`src/rtl/tsbus_arbiter.sv`:
```
// Round-robin arbiter/sequencer for an OBUFT tristate output bus with enforced high-Z turnaround.
// Optional burst length limit enabled by defining TSBUS_HOLD_LIMIT_EN (adds MAX_HOLD and the hold counter).
module tsbus_arbiter #(
    parameter int N_REQ    = 4,
    parameter int WIDTH    = 8,
    parameter int TURN_CYC = 2
`ifdef TSBUS_HOLD_LIMIT_EN
    ,
    parameter int MAX_HOLD = 16
`endif
) (
    input  logic                       i_clk,
    input  logic                       i_rst,
    input  logic [N_REQ-1:0]           i_req,
    input  logic [N_REQ*WIDTH-1:0]     i_data,
    output logic [N_REQ-1:0]           o_gnt,
    output logic [WIDTH-1:0]           o_bus_i,
    output logic [WIDTH-1:0]           o_bus_t,
    output logic                       o_busy,
    output logic [$clog2(N_REQ)-1:0]   o_owner
);

    localparam int OW = $clog2(N_REQ);
    localparam logic [3:0] TURN_LAST = 4'(TURN_CYC - 1);

    typedef enum logic [1:0] {
        S_IDLE  = 2'd0,
        S_DRIVE = 2'd1,
        S_TURN  = 2'd2
    } state_t;

    state_t            state_q, state_d;
    logic [N_REQ-1:0]  gnt_q, gnt_d;
    logic [WIDTH-1:0]  bus_i_q, bus_i_d;
    logic [WIDTH-1:0]  bus_t_q, bus_t_d;
    logic              busy_q, busy_d;
    logic [OW-1:0]     owner_q, owner_d;
    logic [OW-1:0]     ptr_q, ptr_d;
    logic [3:0]        turn_q, turn_d;
`ifdef TSBUS_HOLD_LIMIT_EN
    logic [7:0]        hold_q, hold_d;
`endif
    logic [OW-1:0]     win_s;
    logic              accept_s;
    logic              grant_s;

    // Closest requester above ptr wins: scan far-to-near so the nearest hit overwrites.
    function automatic logic [OW-1:0] rr_pick(input logic [N_REQ-1:0] req, input logic [OW-1:0] ptr);
        logic [OW-1:0] win;
        logic [OW-1:0] idx;
        int            tmp;
        win = ptr;
        for (int i = N_REQ; i >= 1; i--) begin
            tmp = int'(ptr) + i;
            if (tmp >= N_REQ) begin
                tmp = tmp - N_REQ;
            end else begin
                tmp = tmp;
            end
            idx = OW'(tmp);
            if (req[idx]) begin
                win = idx;
            end else begin
                win = win;
            end
        end
        return win;
    endfunction

    // Next-state and registered-output computation.
    always_comb begin
        state_d  = state_q;
        gnt_d    = {N_REQ{1'b0}};
        bus_i_d  = {WIDTH{1'b0}};
        bus_t_d  = {WIDTH{1'b1}};
        owner_d  = owner_q;
        ptr_d    = ptr_q;
        turn_d   = turn_q;
`ifdef TSBUS_HOLD_LIMIT_EN
        hold_d   = hold_q;
`endif
        win_s    = rr_pick(i_req, ptr_q);
        accept_s = gnt_q[owner_q] & i_req[owner_q];
        grant_s  = 1'b0;

        case (state_q)
            S_IDLE: begin
                if (|i_req) begin
                    grant_s = 1'b1;
                end else begin
                    state_d = S_IDLE;
                end
            end
            S_DRIVE: begin
                if (accept_s) begin
                    bus_i_d = i_data[owner_q*WIDTH +: WIDTH];
                    bus_t_d = {WIDTH{1'b0}};
`ifdef TSBUS_HOLD_LIMIT_EN
                    hold_d = hold_q + 8'd1;
                    // Forced exit: the last word still goes out during the first TURN cycle.
                    if (hold_d == 8'(MAX_HOLD)) begin
                        state_d = S_TURN;
                        turn_d  = TURN_LAST;
                    end else begin
                        gnt_d[owner_q] = 1'b1;
                    end
`else
                    gnt_d[owner_q] = 1'b1;
`endif
                end else begin
                    state_d = S_TURN;
                    turn_d  = TURN_LAST;
                end
            end
            S_TURN: begin
                if (turn_q == 4'd0) begin
                    if (|i_req) begin
                        grant_s = 1'b1;
                    end else begin
                        state_d = S_IDLE;
                    end
                end else begin
                    turn_d = turn_q - 4'd1;
                end
            end
            default: begin
                state_d = S_IDLE;
            end
        endcase

        if (grant_s) begin
            state_d        = S_DRIVE;
            owner_d        = win_s;
            ptr_d          = win_s;
            gnt_d[win_s]   = 1'b1;
`ifdef TSBUS_HOLD_LIMIT_EN
            hold_d         = 8'd0;
`endif
        end else begin
            ptr_d = ptr_q;
        end

        busy_d = (state_d != S_IDLE);
    end

    // State and output registers; reset floats the bus immediately.
    always_ff @(posedge i_clk or posedge i_rst) begin
        if (i_rst) begin
            state_q <= S_IDLE;
            gnt_q   <= {N_REQ{1'b0}};
            bus_i_q <= {WIDTH{1'b0}};
            bus_t_q <= {WIDTH{1'b1}};
            busy_q  <= 1'b0;
            owner_q <= {OW{1'b0}};
            ptr_q   <= OW'(N_REQ - 1);
            turn_q  <= 4'd0;
`ifdef TSBUS_HOLD_LIMIT_EN
            hold_q  <= 8'd0;
`endif
        end else begin
            state_q <= state_d;
            gnt_q   <= gnt_d;
            bus_i_q <= bus_i_d;
            bus_t_q <= bus_t_d;
            busy_q  <= busy_d;
            owner_q <= owner_d;
            ptr_q   <= ptr_d;
            turn_q  <= turn_d;
`ifdef TSBUS_HOLD_LIMIT_EN
            hold_q  <= hold_d;
`endif
        end
    end

    assign o_gnt   = gnt_q;
    assign o_bus_i = bus_i_q;
    assign o_bus_t = bus_t_q;
    assign o_busy  = busy_q;
    assign o_owner = owner_q;

endmodule

```
`config.mk`:
```
export PLATFORM = sky130hd
export DESIGN_NAME = tsbus_arbiter
export DESIGN_NICKNAME = d
export VERILOG_FILES = /design/src/rtl/tsbus_arbiter.sv
export SDC_FILE = /design/constraint.sdc
export NUM_CORES = 1
export LEC_CHECK = 0
export ABC_AREA = 1
export BUFFER_PORTS_ARGS = -buffer_cell sky130_fd_sc_hd__buf_2
export CELL_PAD_IN_SITES_DETAIL_PLACEMENT = 1
export CELL_PAD_IN_SITES_GLOBAL_PLACEMENT = 1
export CORE_UTILIZATION = 33
export CTS_BUF_LIST = sky130_fd_sc_hd__clkbuf_16
export DETAILED_ROUTE_END_ITERATION = 10
export PLACE_DENSITY_LB_ADDON = 0.1
export SLEW_MARGIN = 25
export SYNTH_ARGS = -nofsm -noshare
export SYNTH_HDL_FRONTEND = slang
export SYNTH_SLANG_ARGS = --single-unit
```
`constraint.sdc`:
```
create_clock -name i_clk -period 1.9 [get_ports i_clk]
set_input_delay 0.19 -clock i_clk [delete_from_list [all_inputs] [get_ports i_clk]]
set_output_delay 0.19 -clock i_clk [all_outputs]
set_load 0.02 [all_outputs]
```
==> summary.json <==
{
  "drive_above_1_share_pct": 36.9,
  "setup-violations-final": 0,
  "drt-total-wl_um": 4010,
  "grt_first_pass_wirelength_um": 6890,
  "finalCritPeriodShare_pct": 84.9,
  "n_fill_cell": 572,
  "dr.pass1.iters": 4,
  "netlist_area_mm2": 0.00150,
  "crit_type": "flip-flop to flip-flop",
  "insertedDiodeCount": 0,
  "area_growth_syn_to_layout_pct": 26.7,
  "io-pin-count": 61,
  "syn-instance-count": 196,
  "cts_root_buf": "clkbuf_16",
  "dp.final_hpwl_um": 3210,
  "irDropWorstVdd_mv": 0.610,
  "ant_nets": 0,
  "drt_drc_violations_left": 0,
  "finalNetCount": 292,
  "post-route-worst-setup-slack_ns": 0.287,
  "synth_enable_flop_cells": 0,
  "largest_fanout_on_the_critical_path": 9,
  "grt_remaining_overflow": 0,
  "area_of_the_core_region_mm2": 0.00435,
  "worst_r2r_endpoint": "o_gnt[3]",
  "route.vias.total": 1436,
  "holdCritStartpoint": "i_data[11]",
  "drv_cap": 0,
  "met2_length_um": 1920,
  "routed_metal_1_wirelength_um": 1900,
  "worst_setup_path_end_kind": "flip-flop",
  "layout_min_cycle_time_ns": 1.61,
  "grt_setup_unrepaired": "no",
  "r2r_setup_slack_ns": 0.29,
  "h-tree-depth": 1,
  "highest-signal-layer": "met4",
  "grt_antenna_before_repair": 0,
  "initial_utilization_pct": 34.4,
  "cp-startpoint": "ptr_q[0]",
  "grt_max_degree": 25,
  "place.gp.congestion": 0.834,
  "critical_path.endpoint": "o_gnt[3]",
  "cp.required_ns": 2.05,
  "hold_viol_final": 0,
  "outcome": "completed",
  "groute.usage.overall_pct": 17.8,
  "first_iter_violations": 30,
  "power-per-cell-area_mw_per_mm2": 1530,
  "first_global_vias": 1484,
  "synth_cell_types": 31,
  "syn-num-nets": 235,
  "die_height_um": 69.4,
  "number_of_cells_traversed_by_the_worst_register_to_register_path": 9,
  "numPortBuffers": 60,
  "place_ws_ns": 0.281,
  "multiInputGateArea_um2": 701,
  "seq_area_frac_synth_pct": 40.4,
  "leakage_nw": 1.08,
  "regToRegStartpoint": "ptr_q[0]",
  "wl_met3_um": 172,
  "final_core_utilization_pct": 43.6,
  "clkLatencyLatePin_ns": 0.26,
  "cts_made_buffers": 3,
  "synthesis.area_per_instance_um2": 7.64,
  "fp.dieW_um": 69.4,
  "ys_async_sr_fraction_pct": 100,
  "avgViaCountPerCell": 4.72,
  "timing.critical_path.arrival_ns": 1.76,
  "area.sequential_um2": 604,
  "clock_tree_from_tritoncts": "yes",
  "synth.ff_latch_count": 24,
  "placementRows": 24,
  "relSlewSlack_pct": 76.0,
  "finalSetupTns_ns": 0,
  "tritoncts_num_sinks": 24,
  "critical_path.startpoint_type": "flip-flop",
  "ys.warnings.count": 0,
  "final-max-slew-violation-count": 0,
  "fmax_mhz": 620,
  "clock-skew-final_ns": 0.00176,
  "fp.dieArea_mm2": 0.00481,
  "timing.hold.worst.class": "input port to flip-flop",
  "post_drt_wl_per_cell_um": 13.2,
  "tightest_slew_ns": 0.360,
  "p_total_mw": 2.91,
  "clkTransAtPathRegs_ns": 0.06,
  "yosys_most_used_dff": "dfrtp_1",
  "cts-root-to-sink-buffers": 2
}
synth_stat cells, types with 3 or more instances:
master	n	area (um^2)
buf_4	7	52.6
nand2_2	7	43.8
dfrtp_1	21	526
buf_6	4	45.0
dfstp_2	3	78.8
a221oi_1	6	52.6
inv_1	16	60.1
nand2_1	74	278
nand3_1	7	35.0
nor2_2	3	18.8
nor2_1	17	63.8
inv_2	5	18.8
how the worst min path moves through the flow:
stage,cells after the start,endpoint,slack (ns)
CTS,3,o_bus_i[3],0.18
global route,3,o_bus_i[3],0.20
finish,3,o_bus_i[3],0.18
detailed placement,3,turn_q[3],0.26
floorplan,1,o_bus_i[0],0.20
global placement,3,turn_q[3],0.26
cells in the final DEF (no fill, tap or decap), types with 5 or more instances in the layout:
cell type,synthesis,final
nand2_1,74,74
buf_2,1,60
dfrtp_1,21,21
nor2_1,17,17
inv_1,16,16
nand3_1,7,7
nand2_2,7,7
a221oi_1,6,6
inv_2,5,5
per-layer routing:
layer | vias to the layer above | track usage (%)
met2 | 37 | 30.7
met5 | - | 0
met1 | 673 | 23.4
met3 | 2 | 2.62
met4 | 0 | 4.08
li1 | 724 | -
flip-flops by register name, indices dropped and copies added, names as in the netlist:
register,cells
o_bus_i,8
o_gnt,4
turn_q,4
o_owner,2
ptr_q,2
state_q,2
o_bus_t,1
o_busy,1
kinds of logic after synthesis:
logic type / count (synthesis) / synth area share, %
AOI/OAI and AO/OA: 17 / 9.27
xor gates and xnor gates: 2 / 1.17
adders and majority gates: 1 / 0.835
buffers and inverters: 35 / 12.9
DFF: 24 / 40.4
and+or+nand+nor: 117 / 35.5
timing repair:
item	4_1_cts	5_1_grt
resized for setup	0	0
hold buffers	1	0
setup buffers	0	0
hold endpoints to repair	21	0
power breakdown:
part	internal [mW]	leakage, nW	switching, mW
registers	0.659	0.308	0.122
logic	0.523	0.725	0.995
clock network	0.419	0.0511	0.188
total	1.60	1.08	1.30
stage by stage:
step / area [um^2] / std cells / hold slack [ns]
4_1_cts: 1900 / 304 / 0.176
5_1_grt: 1900 / 304 / 0.197
2_1_floorplan: 1500 / 196 / 0.202
3_3_place_gp: 1780 / 299 / 0.258
6_report: 1900 / 304 / 0.179
3_5_place_dp: 1780 / 299 / 0.260
layout make-up:
cell class / instances / area share (%)
clock buffers: 3 / 3.96
clock inverters: 1 / 1.58
inverters: 23 / 4.75
multi-input cells: 137 / 36.9
flip-flops and latches: 24 / 31.8
well taps: 52 / 3.43
repair buffers: 64 / 17.5
critical path, cell delays in order, from the launching register on:
cell	delay [ns]
dfstp_2	0.63
inv_4	0.09
nand2_1	0.08
nand2_2	0.06
nand2_2	0.10
nand3_1	0.09
o21ai_2	0.23
inv_1	0.07
nand3_1	0.08
nand2_1	0.06
No activity file was read; power rests on OpenSTA's default activity.
